`config.mk`:
```
export PLATFORM = sky130hd
export DESIGN_NAME = pipe_addsub
export DESIGN_NICKNAME = d
export VERILOG_FILES = /design/src/rtl/pipe_addsub.sv
export SDC_FILE = /design/constraint.sdc
export NUM_CORES = 1
export LEC_CHECK = 0
export CORE_MARGIN = 3
export CORE_UTILIZATION = 60
export DETAILED_ROUTE_END_ITERATION = 10
export PLACE_DENSITY = 0.95
export SYNTH_ARGS = -nofsm -noshare
export SYNTH_HDL_FRONTEND = slang
export SYNTH_SLANG_ARGS = --single-unit
```
`constraint.sdc`:
```
create_clock -name clk -period 3.3 [get_ports clk]
set_input_delay 0.66 -clock clk [delete_from_list [all_inputs] [get_ports clk]]
set_output_delay 0.66 -clock clk [all_outputs]
set_load 0.005 [all_outputs]
```
`src/rtl/pipe_addsub.sv`:
```
// Pipelined WIDTH-bit adder/subtractor, carry chain split into STAGES chunks.
// Optional PIPE_ADDSUB_SAT_EN clamps overflowing results to the signed limit.
module pipe_addsub #(
  parameter int WIDTH  = 32,
  parameter int STAGES = 4
) (
  input  logic             clk,
  input  logic             rst_n,
  input  logic             in_valid,
  output logic             in_ready,
  input  logic [WIDTH-1:0] A,
  input  logic [WIDTH-1:0] B,
  input  logic             sub,
  output logic             out_valid,
  input  logic             out_ready,
  output logic [WIDTH-1:0] out,
  output logic             carry,
  output logic             overflow
);

  localparam int CW = WIDTH / STAGES;
  localparam int L  = STAGES - 1;

  logic             v_q [STAGES];
  logic             v_d [STAGES];
  logic [WIDTH-1:0] a_q [STAGES];
  logic [WIDTH-1:0] a_d [STAGES];
  logic [WIDTH-1:0] b_q [STAGES];
  logic [WIDTH-1:0] b_d [STAGES];
  logic [WIDTH-1:0] s_q [STAGES];
  logic [WIDTH-1:0] s_d [STAGES];
  logic             c_q [STAGES];
  logic             c_d [STAGES];
  logic             ov_q;
  logic             ov_d;

  logic             v_src [STAGES];
  logic [WIDTH-1:0] a_src [STAGES];
  logic [WIDTH-1:0] b_src [STAGES];
  logic [WIDTH-1:0] s_src [STAGES];
  logic             c_src [STAGES];

  logic             adv;
  logic [CW:0]      t;

  // Stage k consumes the register of stage k-1; stage 0 takes the ports.
  always_comb begin
    v_src[0] = in_valid;
    a_src[0] = A;
    b_src[0] = sub ? ~B : B;
    s_src[0] = '0;
    c_src[0] = sub;
    for (int k = 1; k < STAGES; k++) begin
      v_src[k] = v_q[k-1];
      a_src[k] = a_q[k-1];
      b_src[k] = b_q[k-1];
      s_src[k] = s_q[k-1];
      c_src[k] = c_q[k-1];
    end
  end

  always_comb begin
    adv  = !v_q[L] || out_ready;
    t    = '0;
    ov_d = ov_q;
    for (int k = 0; k < STAGES; k++) begin
      v_d[k] = v_q[k];
      a_d[k] = a_q[k];
      b_d[k] = b_q[k];
      s_d[k] = s_q[k];
      c_d[k] = c_q[k];
    end
    if (adv) begin
      for (int k = 0; k < STAGES; k++) begin
        t = {1'b0, a_src[k][k*CW +: CW]}
          + {1'b0, b_src[k][k*CW +: CW]}
          + {{CW{1'b0}}, c_src[k]};
        v_d[k] = v_src[k];
        a_d[k] = a_src[k];
        b_d[k] = b_src[k];
        s_d[k] = s_src[k];
        s_d[k][k*CW +: CW] = t[CW-1:0];
        c_d[k] = t[CW];
      end
      ov_d = (a_src[L][WIDTH-1] == b_src[L][WIDTH-1])
          && (s_d[L][WIDTH-1] != a_src[L][WIDTH-1]);
`ifdef PIPE_ADDSUB_SAT_EN
      if (ov_d) begin
        s_d[L] = a_src[L][WIDTH-1]
               ? {1'b1, {(WIDTH-1){1'b0}}}
               : {1'b0, {(WIDTH-1){1'b1}}};
      end
`else
`endif
    end
  end

  always_ff @(posedge clk or negedge rst_n) begin
    if (!rst_n) begin
      for (int k = 0; k < STAGES; k++) begin
        v_q[k] <= 1'b0;
        a_q[k] <= '0;
        b_q[k] <= '0;
        s_q[k] <= '0;
        c_q[k] <= 1'b0;
      end
      ov_q <= 1'b0;
    end else begin
      for (int k = 0; k < STAGES; k++) begin
        v_q[k] <= v_d[k];
        a_q[k] <= a_d[k];
        b_q[k] <= b_d[k];
        s_q[k] <= s_d[k];
        c_q[k] <= c_d[k];
      end
      ov_q <= ov_d;
    end
  end

  assign in_ready  = adv;
  assign out_valid = v_q[L];
  assign out       = s_q[L];
  assign carry     = c_q[L];
  assign overflow  = ov_q;

endmodule

```
* After elaboration in Yosys (flattened, before gate mapping) *
Index checks and enable logic that the tools add are counted.

operators by class
  add/sub/neg operators = 8
  multipliers = 0
  div/mod/pow operators = 0
  $lt $le $gt $ge = 0
  eq/ne operators = 2
  shifts and indexed selects = 0
  mux-type cells = 1
  bitwise gates (word level) = 1
  reduce and logical (&&, ||, !) cells = 3

operator list
  cell                                    count
  8-bit by 8-bit adder with 9-bit output  4
  9-bit by 1-bit adder with 9-bit output  4
  32-bit two-way mux                      1
  32-bit NOT                              1
  1-bit == test                           1
  1-bit logical AND                       1
  1-bit logical NOT                       1
  1-bit logical OR                        1
  1-bit != test                           1

word-level totals
  register bits = 281
  bits in latches = 0
  RAM bits = 0
  memory bits (read-only) = 0
  bits of input ports = 69
  output and inout port bits = 36
  logic and storage cells = 34
  memories kept = 0

* Logic depth before layout (Yosys ltp) *
  depth in word-level cells = 4
  gate-level depth with buffers = 10
  depth with buffers taken out = 8

* Least setup slack after synthesis *
OpenSTA, ideal clock, no wires.

  path type = input -> register
  start = input port sub
  end = register c_q[3] (netlist name)
  arrival = 2.331 ns
  required time = 3.209 ns
  slack = 0.878 ns
  cell stages on the path = 10
  path buffers = 2
  path through = buf_6 -> buf_2 -> xor2_1 -> inv_1 -> fa_1 -> nor2b_1 -> o31a_1 -> o21ai_1 -> and2_1 -> o221ai_1

between the ends
  cells in the longest elaborated chain, start to end = 3

ends and longest elaborated chain
  what                                      RTL line  source
  start: declaration                        13        input logic sub,
  32-bit two-way mux                        50        b_src[0] = sub ? ~B : B;
  8-bit by 8-bit adder with 9-bit output    76        + {1'b0, b_src[k][k*CW +: CW]}
  9-bit by 1-bit adder with 9-bit output *  77        + {{CW{1'b0}}, c_src[k]};
  end signal: indexed assignment            114       c_q[k] <= c_d[k];
  end: declaration                          32        logic c_q [STAGES];

Mark *: on every way between the ends. The rest lies on a longest branch, timed or not.
A chain may end at the register's enable or synchronous reset.

* Worst setup path after layout *
  start = input port out_ready
  end = output port in_ready

between the ends
  cells in the longest elaborated chain, start to end = 1

ends and longest elaborated chain
  what                RTL line  source
  start: declaration  15        input logic out_ready,
  1-bit logical OR    63        adv = !v_q[L] || out_ready;
  end: declaration    10        output logic in_ready,

Every way passes these cells.

==> flow_summary.json <==
{
  "antenna_found_initial": 0,
  "reg2reg_slack_ps": 790,
  "crit_type": "in2out",
  "synth_top_area_cell": "dfrtp_1",
  "tritoncts": "done",
  "ys.flop_type": "dfrtp_1",
  "setup_tns_ps": 0,
  "drive_above_1_share": 0.0454,
  "synth_top_cell_area_share": 0.538,
  "row_count": 43,
  "rr_startpoint": "a_q[80]",
  "fin_util": 0.725,
  "cp_data_required_time_ps": 2640,
  "crit_path_end_kind": "output port",
  "fmax_mhz": 391,
  "clkSinkCount": 185,
  "synth_cell_type_count": 43,
  "setup_viol_count_final": 0,
  "area_delta_synth_final_pct": 17.4,
  "clock_path_buffers": 2,
  "slew_headroom": 0.344,
  "status": "complete, no violations",
  "die_x_um": 126,
  "grt_max_degree": 221,
  "crit_fanout": 3,
  "remaining_drc_errors": 0,
  "maxCapViolCount": 0,
  "antenna-diode-count": 0,
  "layout_commonest_cell": "nand2_1",
  "crit_start": "out_ready",
  "wire_per_inst_um": 14.1,
  "port_buffers": 104,
  "seqPwrFrac": 0.406,
  "synth-seq-area-share": 0.538,
  "dp.cells": 1162,
  "pwr-share-clk": 0.223,
  "place_congestion": 0.868,
  "core_sq_um": 13900,
  "cellPowerDensity_nw_per_um2": 939,
  "gr-total-overflow": 0,
  "fin_cells": 1194,
  "dp_hpwl_um": 10600,
  "routed_wl_um": 16900,
  "fp.dieH_um": 126,
  "vias_per_cell": 5.27,
  "finalClockSkew_ps": 7.01,
  "drv_slew": 0,
  "grt_pass1_wl_um": 29000,
  "avgSynthCellArea_sq_um": 9.07,
  "synth_edf_count": 0,
  "post-cts-setup-buffers": 0,
  "yosys_warnings": 0,
  "first_iter_violations": 582,
  "synth_area_leaders": "dfrtp_1 54%, nand2_1 19%, ha_1 4.1%",
  "netSwitchingFraction": 0.359,
  "die_area_sq_um": 15800,
  "p_sw_mw": 3.41,
  "track_usage": 0.225,
  "worstSetupStartpointType": "input pin",
  "post_cts_resized": 0,
  "r2r_end": "s_q[54]",
  "cts_hold_buf": 0,
  "grt_pass1_vias": 6316,
  "finalHoldViolCount": 0,
  "fin_crit_ps": 2560,
  "ant_nets": 0,
  "critPathCapture": "in_ready",
  "fin_crit_sh": 0.775,
  "synth_cells": 949,
  "hold_class": "in2async",
  "num-nets-final": 1105,
  "r2r_cells": 7,
  "synth_area_sq_um": 8610,
  "place_area_sq_um": 9490,
  "async_flop_share": 1.00,
  "p_int_mw": 6.08,
  "leakage_nw": 4.89,
  "design_area_sq_um": 10100,
  "final_cell_mix": "429 x nand2_1, 185 x dfrtp_1, 102 x clkdlybuf4s50_1, 56 x o21ai_0, 29 x xnor2_1",
  "ir_drop_v": 0.000791,
  "dr_total_vias": 6288,
  "p_comb_frac": 0.371,
  "worst_slew_pin_slew_ps": 984,
  "io_pins": 105,
  "first_pass_iters": 5,
  "clock_latency_ps": 430,
  "cts.clk_slew.worst_paths_ps": 70,
  "cts_root_buf": "clkbuf_16",
  "synth-seq-cells": 185,
  "synth_nets": 1053,
  "cts_buffers": 17,
  "initial_utilization": 0.618,
  "worstPathArrival_ps": 1900,
  "rsz0062_at_grt": "no",
  "htree_levels": 4
}
-- registers in the layout, indices dropped and copies added, names as in the netlist --
| signal | count |
|---|---|
| a_q | 48 |
| b_q | 48 |
| s_q | 48 |
| out | 32 |
| c_q | 3 |
| v_q | 3 |
| carry | 1 |
| out_valid | 1 |
| overflow | 1 |
-- per-stage QoR --
| stage | hold WS, ps | setup slack, ps | power, mW |
|---|---|---|---|
| after floorplan | 364 | 878 | 6.41 |
| after global placement | 448 | 661 | 7.09 |
| after detailed placement | 455 | 544 | 7.32 |
| after CTS | 169 | 747 | 9.53 |
| after global routing | 185 | 634 | 10.2 |
| final | 168 | 744 | 9.49 |
-- synth_stat cells, types with 2 or more instances --
cell      number
nand2_1      429
dfrtp_1      185
o21ai_0       56
buf_4         32
xnor2_1       29
ha_1          28
buf_2         23
a21oi_1       21
xor2_1        18
nor2_1        16
clkbuf_1      15
inv_1         11
nor3_1        11
a211oi_1       7
fa_1           7
a21o_1         6
nor2b_1        5
a31oi_1        4
o211ai_1       4
buf_1          3
clkbuf_8       3
nand2b_1       3
nand3_1        3
o21bai_1       3
o31ai_1        3
a21boi_0       2
nor3b_1        2
o21a_1         2
o21ai_1        2
o31a_1         2
or3_1          2
-- cell families after synthesis --
kind of cell | Yosys count | share of synthesized area
adder cells (fa/ha/maj) | 35 | 0.0570
buffers and inverters | 89 | 0.0605
multiplexers | 1 | 0.00160
XOR/XNOR | 47 | 0.0478
AO/OA/AOI/OAI | 118 | 0.0810
AND/OR/NAND/NOR | 474 | 0.214
flip-flops | 185 | 0.538
-- power by group through the flow --
stage	sequential, mW	clock [mW]	combinational (mW)
after floorplan	3.72	0	2.69
after global routing	3.98	2.23	4.00
final	3.85	2.11	3.52
after CTS	3.85	2.14	3.54
after detailed placement	3.87	0	3.45
after global placement	3.82	0	3.28
-- how the worst min path moves through the flow --
stage / slack, ps / to / start / depth (start not counted)
after floorplan: 360 / a_q[104] / rst_n / 0
after global placement: 450 / a_q[91] / a_q[91] / 2
after detailed placement: 450 / a_q[59] / a_q[91] / 2
after CTS: 170 / s_q[49] / rst_n / 1
after global routing: 180 / out[17] / rst_n / 1
final: 170 / s_q[49] / rst_n / 1
-- final cells by class --
cell class                      instances  area [sq um]
Clock buffer                           17           425
Clock inverter                         15           189
Fill cell                             945          3830
Inverter                               12          47.5
Multi-Input combinational cell        675          3460
Sequential cell                       185          4630
Tap cell                              180           225
Timing Repair Buffer                  110          1120
-- critical path, stage by stage --
cell             delay [ps]
clkdlybuf4s50_1         480
nor2b_4                 240
inv_4                    60
clkdlybuf4s50_1         460
-- layer usage --
metal,share of wire,wire (um),global-route usage
met1,0.41,6940,0.278
met2,0.52,8740,0.385
met3,0.038,643,0.0407
met4,0.034,569,0.108
met5,0,0,0
Note: power is estimated with default switching activity, not from simulation.
